==> config.mk <==
export PLATFORM = sky130hd
export DESIGN_NAME = pipe_hazard_ctrl
export DESIGN_NICKNAME = d
export VERILOG_FILES = /design/src/rtl/hazard_pkg.sv /design/src/rtl/haz_src_match.sv /design/src/rtl/pipe_hazard_ctrl.sv
export SDC_FILE = /design/constraint.sdc
export NUM_CORES = 1
export LEC_CHECK = 0
export CORE_MARGIN = 10
export CORE_UTILIZATION = 25
export CTS_BUF_LIST = sky130_fd_sc_hd__clkbuf_4
export DETAILED_ROUTE_END_ITERATION = 10
export GPL_TIMING_DRIVEN = 0
export PLACE_DENSITY = 0.49
export SLEW_MARGIN = 30
export SYNTH_ARGS = -nofsm -noshare
export SYNTH_HDL_FRONTEND = slang
export SYNTH_SLANG_ARGS = --single-unit
==> constraint.sdc <==
create_clock -name clk -period 14.5 [get_ports clk]
set_input_delay 2.175 -clock clk [delete_from_list [all_inputs] [get_ports clk]]
set_output_delay 2.175 -clock clk [all_outputs]
set_load 0.02 [all_outputs]
==> src/rtl/hazard_pkg.sv <==
// Shared types and constants for the pipeline hazard controller.
// The optional perf counters are controlled by the HAZ_PERF_EN macro.
package hazard_pkg;

   typedef enum logic [1:0] {
      S_RUN  = 2'd0,
      S_DIV  = 2'd1,
      S_MISS = 2'd2
   } haz_state_t;

   // The reason the pipe is being held during the current cycle.
   typedef enum logic [1:0] {
      CAUSE_NONE = 2'd0,
      CAUSE_LU   = 2'd1,
      CAUSE_DIV  = 2'd2,
      CAUSE_MISS = 2'd3
   } haz_cause_t;

   localparam int DIV_MAX_CYC_DEF = 64;
   localparam int LU_EX_BUB_DEF   = 2;
   localparam int LU_MEM_BUB_DEF  = 1;
   localparam int PERF_W_DEF      = 32;

   localparam int NUM_SRC  = 4;
   localparam int NUM_PROD = 4;
   // Producer slots are ordered EX_a, EX_b, MEM_a, MEM_b.
   localparam int PROD_EX_A  = 0;
   localparam int PROD_EX_B  = 1;
   localparam int PROD_MEM_A = 2;
   localparam int PROD_MEM_B = 3;

   function automatic logic [1:0] bub_max(input logic [1:0] x, input logic [1:0] y);
      return (x > y) ? x : y;
   endfunction

endpackage

==> src/rtl/haz_src_match.sv <==
// Compares one ID source register against every in-flight producer and
// returns the number of bubbles that source needs.
module haz_src_match
   import hazard_pkg::*;
#(
   parameter int LU_EX_BUB  = LU_EX_BUB_DEF,
   parameter int LU_MEM_BUB = LU_MEM_BUB_DEF
) (
   input  logic [4:0]                raddr,
   input  logic [NUM_PROD-1:0][4:0]  prod_waddr,
   input  logic [NUM_PROD-1:0]       prod_we,
   input  logic [NUM_PROD-1:0]       prod_fwd_ok,
   output logic [1:0]                need
);

   logic [NUM_PROD-1:0][1:0] bub;

   genvar gi;
   generate
      for (gi = 0; gi < NUM_PROD; gi++) begin : g_prod
         // Lower half of the producer slots sits in EX, upper half in MEM.
         localparam logic [1:0] BUB = (gi < NUM_PROD / 2) ? 2'(LU_EX_BUB) : 2'(LU_MEM_BUB);
         assign bub[gi] = (raddr != 5'd0 && raddr == prod_waddr[gi] &&
                           prod_we[gi] && !prod_fwd_ok[gi]) ? BUB : 2'd0;
      end
   endgenerate

   always_comb begin
      need = 2'd0;
      for (int i = 0; i < NUM_PROD; i++) begin
         need = bub_max(need, bub[i]);
      end
   end

endmodule

==> src/rtl/pipe_hazard_ctrl.sv <==
// Stall/bubble scheduler for the dual-issue pipe: load-use, divider hold and
// dcache freeze. Define HAZ_PERF_EN to add saturating per-cause stall counters.
module pipe_hazard_ctrl
   import hazard_pkg::*;
#(
   parameter int DIV_MAX_CYC = DIV_MAX_CYC_DEF,
   parameter int LU_EX_BUB   = LU_EX_BUB_DEF,
   parameter int LU_MEM_BUB  = LU_MEM_BUB_DEF,
   parameter int PERF_W      = PERF_W_DEF
) (
   input  logic              clk,
   input  logic              rst,
   input  logic              ID_valid,
   input  logic [4:0]        ID_rf_raddr_a1,
   input  logic [4:0]        ID_rf_raddr_a2,
   input  logic [4:0]        ID_rf_raddr_b1,
   input  logic [4:0]        ID_rf_raddr_b2,
   input  logic [4:0]        EX_rf_waddr_a,
   input  logic [4:0]        EX_rf_waddr_b,
   input  logic              EX_rf_we_a,
   input  logic              EX_rf_we_b,
   input  logic              EX_fwd_ok_a,
   input  logic              EX_fwd_ok_b,
   input  logic [4:0]        MEM_rf_waddr_a,
   input  logic [4:0]        MEM_rf_waddr_b,
   input  logic              MEM_rf_we_a,
   input  logic              MEM_rf_we_b,
   input  logic              MEM_fwd_ok_a,
   input  logic              MEM_fwd_ok_b,
   input  logic              EX_div_req,
   input  logic              div_done,
   input  logic              dcache_busy,
   input  logic              EX_br_flush,
   output logic              IF_stall,
   output logic              ID_stall,
   output logic              EX_stall,
   output logic              MEM_stall,
   output logic              EX_bubble,
   output logic              MEM_bubble,
   output logic              WB_bubble,
   output logic              div_start,
   output logic              div_timeout
`ifdef HAZ_PERF_EN
   ,
   output logic [PERF_W-1:0] perf_lu_cyc,
   output logic [PERF_W-1:0] perf_div_cyc,
   output logic [PERF_W-1:0] perf_miss_cyc
`endif
);

   localparam int DCW = $clog2(DIV_MAX_CYC + 1);

   logic [NUM_PROD-1:0][4:0] prod_waddr;
   logic [NUM_PROD-1:0]      prod_we;
   logic [NUM_PROD-1:0]      prod_fwd_ok;
   logic [NUM_SRC-1:0][4:0]  src_raddr;
   logic [NUM_SRC-1:0][1:0]  src_need;
   logic [1:0]               need;

   assign prod_waddr[PROD_EX_A]  = EX_rf_waddr_a;
   assign prod_waddr[PROD_EX_B]  = EX_rf_waddr_b;
   assign prod_waddr[PROD_MEM_A] = MEM_rf_waddr_a;
   assign prod_waddr[PROD_MEM_B] = MEM_rf_waddr_b;
   assign prod_we     = {MEM_rf_we_b, MEM_rf_we_a, EX_rf_we_b, EX_rf_we_a};
   assign prod_fwd_ok = {MEM_fwd_ok_b, MEM_fwd_ok_a, EX_fwd_ok_b, EX_fwd_ok_a};
   assign src_raddr   = {ID_rf_raddr_b2, ID_rf_raddr_b1, ID_rf_raddr_a2, ID_rf_raddr_a1};

   genvar gi;
   generate
      for (gi = 0; gi < NUM_SRC; gi++) begin : g_src
         haz_src_match #(
            .LU_EX_BUB  (LU_EX_BUB),
            .LU_MEM_BUB (LU_MEM_BUB)
         ) u_match (
            .raddr       (src_raddr[gi]),
            .prod_waddr  (prod_waddr),
            .prod_we     (prod_we),
            .prod_fwd_ok (prod_fwd_ok),
            .need        (src_need[gi])
         );
      end
   endgenerate

   always_comb begin
      need = 2'd0;
      for (int i = 0; i < NUM_SRC; i++) begin
         need = bub_max(need, src_need[i]);
      end
   end

   haz_state_t       state_reg, state_next;
   logic [1:0]       lu_cnt_reg, lu_cnt_next;
   logic             div_pend_reg, div_pend_next;
   logic             done_q_reg, done_q_next;
   logic [DCW-1:0]   div_cnt_reg, div_cnt_next;
   logic             div_timeout_reg, div_timeout_next;
   haz_cause_t       cause;
   logic             start_c;
   logic             run_cyc;
   logic             run_div_ok;

   always_comb begin
      state_next       = state_reg;
      lu_cnt_next      = lu_cnt_reg;
      div_pend_next    = div_pend_reg;
      done_q_next      = done_q_reg;
      div_cnt_next     = div_cnt_reg;
      div_timeout_next = div_timeout_reg;
      cause            = CAUSE_NONE;
      start_c          = 1'b0;
      run_cyc          = 1'b0;
      run_div_ok       = 1'b1;

      case (state_reg)
         S_RUN: run_cyc = 1'b1;
         S_DIV: begin
            if (dcache_busy) begin
               cause       = CAUSE_MISS;
               state_next  = S_MISS;
               done_q_next = div_done;
            end else if (div_done) begin
               state_next    = S_RUN;
               div_pend_next = 1'b0;
            end else begin
               cause = CAUSE_DIV;
               if (div_cnt_reg != DCW'(DIV_MAX_CYC)) begin
                  div_cnt_next = div_cnt_reg + 1'b1;
                  if (div_cnt_next == DCW'(DIV_MAX_CYC)) begin
                     div_timeout_next = 1'b1;
                  end
               end
            end
         end
         S_MISS: begin
            if (dcache_busy) begin
               cause = CAUSE_MISS;
               if (div_done) begin
                  done_q_next = 1'b1;
               end
            end else if (div_pend_reg && !done_q_reg && !div_done) begin
               cause      = CAUSE_DIV;
               state_next = S_DIV;
            end else begin
               // Exit cycle behaves as a run cycle; a finished divide still sits
               // in EX, so its request must not relaunch the divider.
               run_cyc    = 1'b1;
               state_next = S_RUN;
               if (div_pend_reg) begin
                  run_div_ok    = 1'b0;
                  div_pend_next = 1'b0;
                  done_q_next   = 1'b0;
               end
            end
         end
         default: state_next = S_RUN;
      endcase

      if (run_cyc) begin
         if (dcache_busy) begin
            cause      = CAUSE_MISS;
            state_next = S_MISS;
         end else if (EX_div_req && run_div_ok) begin
            cause         = CAUSE_DIV;
            start_c       = 1'b1;
            state_next    = S_DIV;
            div_pend_next = 1'b1;
            done_q_next   = 1'b0;
            div_cnt_next  = '0;
         end else if (EX_br_flush) begin
            lu_cnt_next = 2'd0;
         end else if (lu_cnt_reg != 2'd0) begin
            cause       = CAUSE_LU;
            lu_cnt_next = lu_cnt_reg - 2'd1;
         end else if (ID_valid && need != 2'd0) begin
            cause       = CAUSE_LU;
            lu_cnt_next = need - 2'd1;
         end
      end

      if (rst) begin
         cause   = CAUSE_NONE;
         start_c = 1'b0;
      end
   end

   always_ff @(posedge clk or posedge rst) begin
      if (rst) begin
         state_reg       <= S_RUN;
         lu_cnt_reg      <= 2'd0;
         div_pend_reg    <= 1'b0;
         done_q_reg      <= 1'b0;
         div_cnt_reg     <= '0;
         div_timeout_reg <= 1'b0;
      end else begin
         state_reg       <= state_next;
         lu_cnt_reg      <= lu_cnt_next;
         div_pend_reg    <= div_pend_next;
         done_q_reg      <= done_q_next;
         div_cnt_reg     <= div_cnt_next;
         div_timeout_reg <= div_timeout_next;
      end
   end

   assign IF_stall    = (cause != CAUSE_NONE);
   assign ID_stall    = (cause != CAUSE_NONE);
   assign EX_stall    = (cause == CAUSE_DIV) || (cause == CAUSE_MISS);
   assign MEM_stall   = (cause == CAUSE_MISS);
   assign EX_bubble   = (cause == CAUSE_LU);
   assign MEM_bubble  = (cause == CAUSE_DIV);
   assign WB_bubble   = (cause == CAUSE_MISS);
   assign div_start   = start_c;
   assign div_timeout = div_timeout_reg;

`ifdef HAZ_PERF_EN
   logic [PERF_W-1:0] perf_lu_reg, perf_div_reg, perf_miss_reg;

   always_ff @(posedge clk or posedge rst) begin
      if (rst) begin
         perf_lu_reg   <= '0;
         perf_div_reg  <= '0;
         perf_miss_reg <= '0;
      end else begin
         if (cause == CAUSE_LU && perf_lu_reg != '1) begin
            perf_lu_reg <= perf_lu_reg + 1'b1;
         end
         if (cause == CAUSE_DIV && perf_div_reg != '1) begin
            perf_div_reg <= perf_div_reg + 1'b1;
         end
         if (cause == CAUSE_MISS && perf_miss_reg != '1) begin
            perf_miss_reg <= perf_miss_reg + 1'b1;
         end
      end
   end

   assign perf_lu_cyc   = perf_lu_reg;
   assign perf_div_cyc  = perf_div_reg;
   assign perf_miss_cyc = perf_miss_reg;
`endif

endmodule

==> After elaboration in Yosys (flattened, before gate mapping) <==
Index checks and enable logic that the tools add are counted.
{ "word_totals": {"regBits": 14, "out_inout_bits": 9, "word_cells": 219} }
{ "classes": {"add_sub_neg": 3, "order_cmp": 20, "n_eq_ne": 23, "n_mux": 94, "bitwise_logic": 3, "reduce_logical": 70} }
{ "op_table": {"columns": ["op", "n"], "rows": [
  ["2-bit 2-to-1 mux", 48],
  ["5-bit equality test", 16],
  ["1-bit logical AND", 52],
  ["7-bit 2-to-1 mux", 7],
  ["1-bit 2-to-1 mux", 34],
  ["2-bit > comparator", 15],
  ["5-bit nonzero test", 4],
  ["1-bit by 2-bit > comparator with 1-bit output, first input constant", 5],
  ["7-bit by 1-bit adder with 7-bit output, second input constant", 1],
  ["7-bit equality test, second input constant", 1],
  ["7-bit inequality test, second input constant", 1],
  ["2-bit equality test, second input constant", 3],
  ["1-bit logical NOT", 6],
  ["1-bit one-hot mux with 2 select lines", 3],
  ["2-bit one-hot mux with 3 select lines", 1],
  ["2-bit nonzero test", 3],
  ["5-bit AND reduction", 1],
  ["2-bit by 1-bit equality test with 1-bit output, second input constant", 2],
  ["2-bit one-hot mux with 2 select lines", 1],
  ["4-bit AND reduction", 1],
  ["2-bit by 1-bit subtractor with 2-bit output, second input constant", 2],
  ["1-bit NOT", 3],
  ["3-bit nonzero test", 1],
  ["2-bit logical NOT", 1],
  ["1-bit logical OR", 1]
]} }

==> Logic depth before layout (Yosys ltp) <==
{ "depth": {"depth_word": 32, "ltp_mapped": 30, "ltp_nobuf": 29} }

==> Hierarchy <==
Synthesis repeated with hierarchy kept, for this count alone.
{ "unflattened": {"cells_unflattened": 354, "hier_area_um2": 2935.3} }
{ "modules_own_cells": {"columns": ["module", "n_inst", "cells_per_inst", "area_each_um2"], "rows": [
  ["haz_src_match", 4, 45, 389.1],
  ["pipe_hazard_ctrl", 1, 174, 1378.8]
]} }

==> Least setup slack after synthesis <==
No wires, ideal clock.
{ "synth_timing": {"path_kind": "input port to output port", "from": "in ID_rf_raddr_a2[3]", "to": "out WB_bubble", "arrival_time_ns": 7.447, "required_ns": 12.325, "path_slack_ns": 4.878, "path_stages": 29, "n_path_buf": 2, "path_cell_list": "clkbuf_1 > xor2_1 > nor4_1 > nand2_1 > or4_1 > ha_1 > nor4_1 > nand3_1 > a21oi_1 > ha_1 > nor2_1 > o22ai_1 > inv_1 > o221ai_2 > a21boi_0 > ha_1 > nor2b_1 > o21ai_0 > o221ai_2 > o21a_1 > ha_1 > nand2_1 > o21ai_0 > nor2_1 > and3_1 > a211oi_1 > o31ai_2 > nor2_1 > buf_4"} }
{ "synth_between": {"elab_chain_cells": 29, "word_cells_on_any_way": 45} }
{ "synth_lines": {"columns": ["element", "line_no", "source"], "rows": [
  ["from (decl)", "pipe_hazard_ctrl.sv:15", "input logic [4:0] ID_rf_raddr_a2,"],
  ["5-bit equality test / 5-bit nonzero test (equally long branches)", "haz_src_match.sv:23", "assign bub[gi] = (raddr != 5'd0 && raddr == prod_waddr[gi] &&"],
  ["1-bit logical AND (2 in a row)", "haz_src_match.sv:23", null],
  ["1-bit logical AND", "haz_src_match.sv:24", "prod_we[gi] && !prod_fwd_ok[gi]) ? BUB : 2'd0;"],
  ["2-bit 2-to-1 mux", "haz_src_match.sv:24", null],
  ["1-bit by 2-bit > comparator with 1-bit output", "hazard_pkg.sv:33", "return (x > y) ? x : y;"],
  ["2-bit 2-to-1 mux", "hazard_pkg.sv:33", null],
  ["2-bit > comparator", "hazard_pkg.sv:33", null],
  ["2-bit 2-to-1 mux", "hazard_pkg.sv:33", null],
  ["[12 not listed]", null, null],
  ["2-bit 2-to-1 mux (*)", "pipe_hazard_ctrl.sv:174", "end else if (ID_valid && need != 2'd0) begin"],
  ["2-bit 2-to-1 mux (*)", "pipe_hazard_ctrl.sv:171", "end else if (lu_cnt_reg != 2'd0) begin"],
  ["2-bit 2-to-1 mux (*)", "pipe_hazard_ctrl.sv:169", "end else if (EX_br_flush) begin"],
  ["2-bit 2-to-1 mux (*)", "pipe_hazard_ctrl.sv:162", "end else if (EX_div_req && run_div_ok) begin"],
  ["2-bit 2-to-1 mux (*)", "pipe_hazard_ctrl.sv:159", "if (dcache_busy) begin"],
  ["2-bit 2-to-1 mux (*)", "pipe_hazard_ctrl.sv:158", "if (run_cyc) begin"],
  ["2-bit 2-to-1 mux (*)", "pipe_hazard_ctrl.sv:180", "if (rst) begin"],
  ["2-bit equality test (*)", null, null],
  ["to (decl)", "pipe_hazard_ctrl.sv:40", "output logic WB_bubble,"]
]} }
Mark *: on every way between the ends. The rest lies on a longest branch, timed or not.

==> Worst setup path after layout <==
{ "layout_timing": {"from": "in MEM_rf_waddr_a[3]", "to": "out IF_stall"} }
{ "layout_between": {"elab_chain_cells": 27, "word_cells_on_any_way": 54} }
{ "layout_lines": {"columns": ["element", "line_no", "source"], "rows": [
  ["from (decl)", "pipe_hazard_ctrl.sv:24", "input logic [4:0] MEM_rf_waddr_a,"],
  ["5-bit equality test", "haz_src_match.sv:23", null],
  ["1-bit logical AND (2 in a row)", "haz_src_match.sv:23", null],
  ["1-bit logical AND", "haz_src_match.sv:24", null],
  ["1-bit 2-to-1 mux", "haz_src_match.sv:24", null],
  ["2-bit > comparator", "hazard_pkg.sv:33", null],
  ["2-bit 2-to-1 mux", "hazard_pkg.sv:33", null],
  ["2-bit > comparator", "hazard_pkg.sv:33", null],
  ["2-bit 2-to-1 mux", "hazard_pkg.sv:33", null],
  ["[10 not listed]", null, null],
  ["2-bit 2-to-1 mux (*)", "pipe_hazard_ctrl.sv:174", null],
  ["2-bit 2-to-1 mux (*)", "pipe_hazard_ctrl.sv:171", null],
  ["2-bit 2-to-1 mux (*)", "pipe_hazard_ctrl.sv:169", null],
  ["2-bit 2-to-1 mux (*)", "pipe_hazard_ctrl.sv:162", null],
  ["2-bit 2-to-1 mux (*)", "pipe_hazard_ctrl.sv:159", null],
  ["2-bit 2-to-1 mux (*)", "pipe_hazard_ctrl.sv:158", null],
  ["2-bit 2-to-1 mux (*)", "pipe_hazard_ctrl.sv:180", null],
  ["2-bit nonzero test (*)", "pipe_hazard_ctrl.sv:204", "assign IF_stall = (cause != CAUSE_NONE);"],
  ["to (decl)", "pipe_hazard_ctrl.sv:34", "output logic IF_stall,"]
]} }
Marks and branches as above.

==> results.md <==
- Unique masters post-synth: 57
- Arrival @ worst endpoint: 8.97 ns
- Die Ht: 123 um
- Most frequent cells in the layout: 45 x xnor2_1, 43 x clkdlybuf4s50_1, 39 x xor2_1
- Initial Util: 25.7%
- Drt drc: 0
- RePlAce Congestion: 0.880
- Worst hold path type: reg2reg
- P_leak: 1.33 nW
- Reg2reg end: done_q_reg$_DFF_PP0_
- Clk root buf: clkbuf_4
- Critical Path RT: 12.32 ns
- Post-CTS setup buffer count: 0
- Worst slew pin tran: 0.664 ns
- Max FFs per register: 7
- Total gr overflow: 0
- Cells after Synth: 352
- Core area: 10300 um^2
- Clock sinks: 14
- Post-synth top flop: dfrtp_1
- Setup TNS: 0 ns
- Total CTS buffers: 3
- Avg WL per Cell: 14.0 um
- Post-route cell area: 3280 um^2
- Vias per cell: 4.68
- Violation count after the first detailed-route iteration: 159
- Startpoint types: input port
- H-tree depth: 1
- # nets final: 475
- Critical path type: in2out
- Latest clock arrival within the worst-skew pair: 0.28 ns
- Post-synth net total: 427
- CTS tree: done
- Ys Warns: 0
- Seq/Total Area, Yosys: 13.2%
- Commonest non-fill, non-tap cell in the layout: xnor2_1
- VDD IR max: 0.0000614 V
- PortBufs: 43
- Synthesized area: 2660 um^2
- Syn_area_per_cell: 7.55 um^2
- First-pass GRT wire length: 12600 um
- Largest net degree at the start of global routing: 16
- TritonRoute pass-1 iters: 4
- CP max stage cell: clkdlybuf4s50_1
- PwrDens: 70.0 nW/um^2
- Number of synthesized flops with an enable pin: 0
- Die area: 15200 um^2
- Largest area contributor in the netlist: xnor2_1
- Vias in the first global route: 2571
- Setup violators final: 0
- Core Rows: 37
- CP max FO: 4
- Skew final: 0.00410 ns
- Cell Area, Placed: 3260 um^2
- Slew Limit Fails: 0
- Rel. slew slack: 55.6%
- Synth top area share: 14.8%
- F_max: 0.0897 GHz
- FFs w/ async S/R, synth: 100%
- Antenna cells: 0
- CP Capture Type: output port
- Tot GR Track Use: 9.96%
- Die extent in x: 123 um
- Crit path to: IF_stall
- Reg2Reg Depth: 8
- Crit path launch: MEM_rf_waddr_a[3]
- Most Frequent Cell on Critical Path: ha_1
- Initial antenna violation count: 0
- Ratio of final minimum period to clock period: 76.8%
- Status: complete, no violations
- Share of cells above drive strength 1: 7.02%
- Synthesis-to-layout area growth: 23.6%
- Reg2reg start: state_reg[0]$_DFF_PP0_
- Hold path start: div_timeout$_DFFE_PP0P_
- Reg2reg setup slack: 11.99 ns
- Place WS: 3.38 ns
- DR vias: 2502
- Register clock-pin slew on the reported worst setup and hold paths: 0.09 ns
- Unrepaired setup endpoints after global routing: no
- Max Root-Sink Buffers: 2
- Max Cap Viol: 0
- Final min period: 11.14 ns
- Hold Fails Final Rpt: 0
- Final WS setup: 3.36 ns
- Final antenna-violating net count: 0
- Post-cts resize count: 0
- Hold buffer count at cts: 0
- DP HPWL: 6460 um
- Io pins: 64
- Max stage delay on crit path: 0.54 ns
- Area contributors post-synth: xnor2_1 15%, dfrtp_1 13%, xor2_1 13%
- Post-synthesis sequential element count: 14
- DRT Wirelength: 7500 um
[per-layer routing]
metal	global-route usage, %	wire, um	vias up
li1	-	-	1304
met1	12.6	3470	1130
met2	17.4	3570	62
met3	1.41	365	6
met4	2.47	88	0
met5	0	0	-
[synth_stat cells, types with 3 or more instances]
cell type / number
or2_2: 3
xnor2_1: 45
o21ai_0: 15
nand4_1: 9
nand2b_1: 3
o21a_1: 3
ha_1: 20
clkbuf_1: 14
a21o_1: 3
nor2b_1: 9
nor2_1: 33
nor3_1: 10
a21oi_1: 8
nor4_1: 12
inv_1: 18
nand3_1: 10
dfrtp_1: 14
xor2_1: 39
nand2_1: 32
buf_2: 6
or4_4: 3
[worst min-delay path by stage]
| stage | slack [ns] | end | cells after the start |
|---|---|---|---|
| 2_1_floorplan | 0.49 | lu_cnt_reg[1]$_DFFE_PP0P_ | 2 |
| 3_3_place_gp | 0.45 | div_timeout$_DFFE_PP0P_ | 1 |
| 3_5_place_dp | 0.46 | div_timeout$_DFFE_PP0P_ | 1 |
| 4_1_cts | 0.48 | div_timeout$_DFFE_PP0P_ | 1 |
| 5_1_grt | 0.49 | div_timeout$_DFFE_PP0P_ | 1 |
| 6_report | 0.48 | div_timeout$_DFFE_PP0P_ | 1 |
[final cells by class]
type                    count  area (um^2)
clock buffers               3         22.5
well taps                 136          170
plain buffers              24          120
multi-input cells         296         2120
flip-flops and latches     14          350
fillers                  1089         7040
inverters                  18         67.6
clock inverters             1         3.75
repair buffers             43          430
[through the flow]
step                instances  utilization, %  power, mW  hold slack, ns
floorplan                 352               -      0.155           0.491
CTS                       535            31.8      0.232           0.479
global route              535            31.8      0.252           0.493
finish                    535            31.8      0.230           0.477
detailed placement        531            31.6      0.207           0.457
global placement          531            31.6      0.206           0.452
[critical path: cells and delay by family]
| family | cells | cell delay (ns) |
|---|---|---|
| and+or+nand+nor | 12 | 2.05 |
| buffers and inverters | 4 | 1.30 |
| AOI/OAI and AO/OA | 9 | 2.23 |
| xor gates and xnor gates | 1 | 0.21 |
| adders and majority gates | 4 | 1.00 |
[report_power, final]
part	internal, mW	switching [mW]
Sequential	0.0458	0.00787
Clock	0.00997	0.0131
Combinational	0.0690	0.0840
Total	0.125	0.105
[logic make-up after synthesis]
kind of cell | count (synthesis) | synth area share [%]
buffers and inverters | 42 | 7.06
flip-flops | 14 | 13.2
AND/OR/NAND/NOR | 139 | 28.2
adder cells (fa/ha/maj) | 20 | 9.42
AO/OA/AOI/OAI | 52 | 14.1
XOR/XNOR | 84 | 27.7
multiplexers | 1 | 0.377
Note: power is estimated with default switching activity, not from simulation.
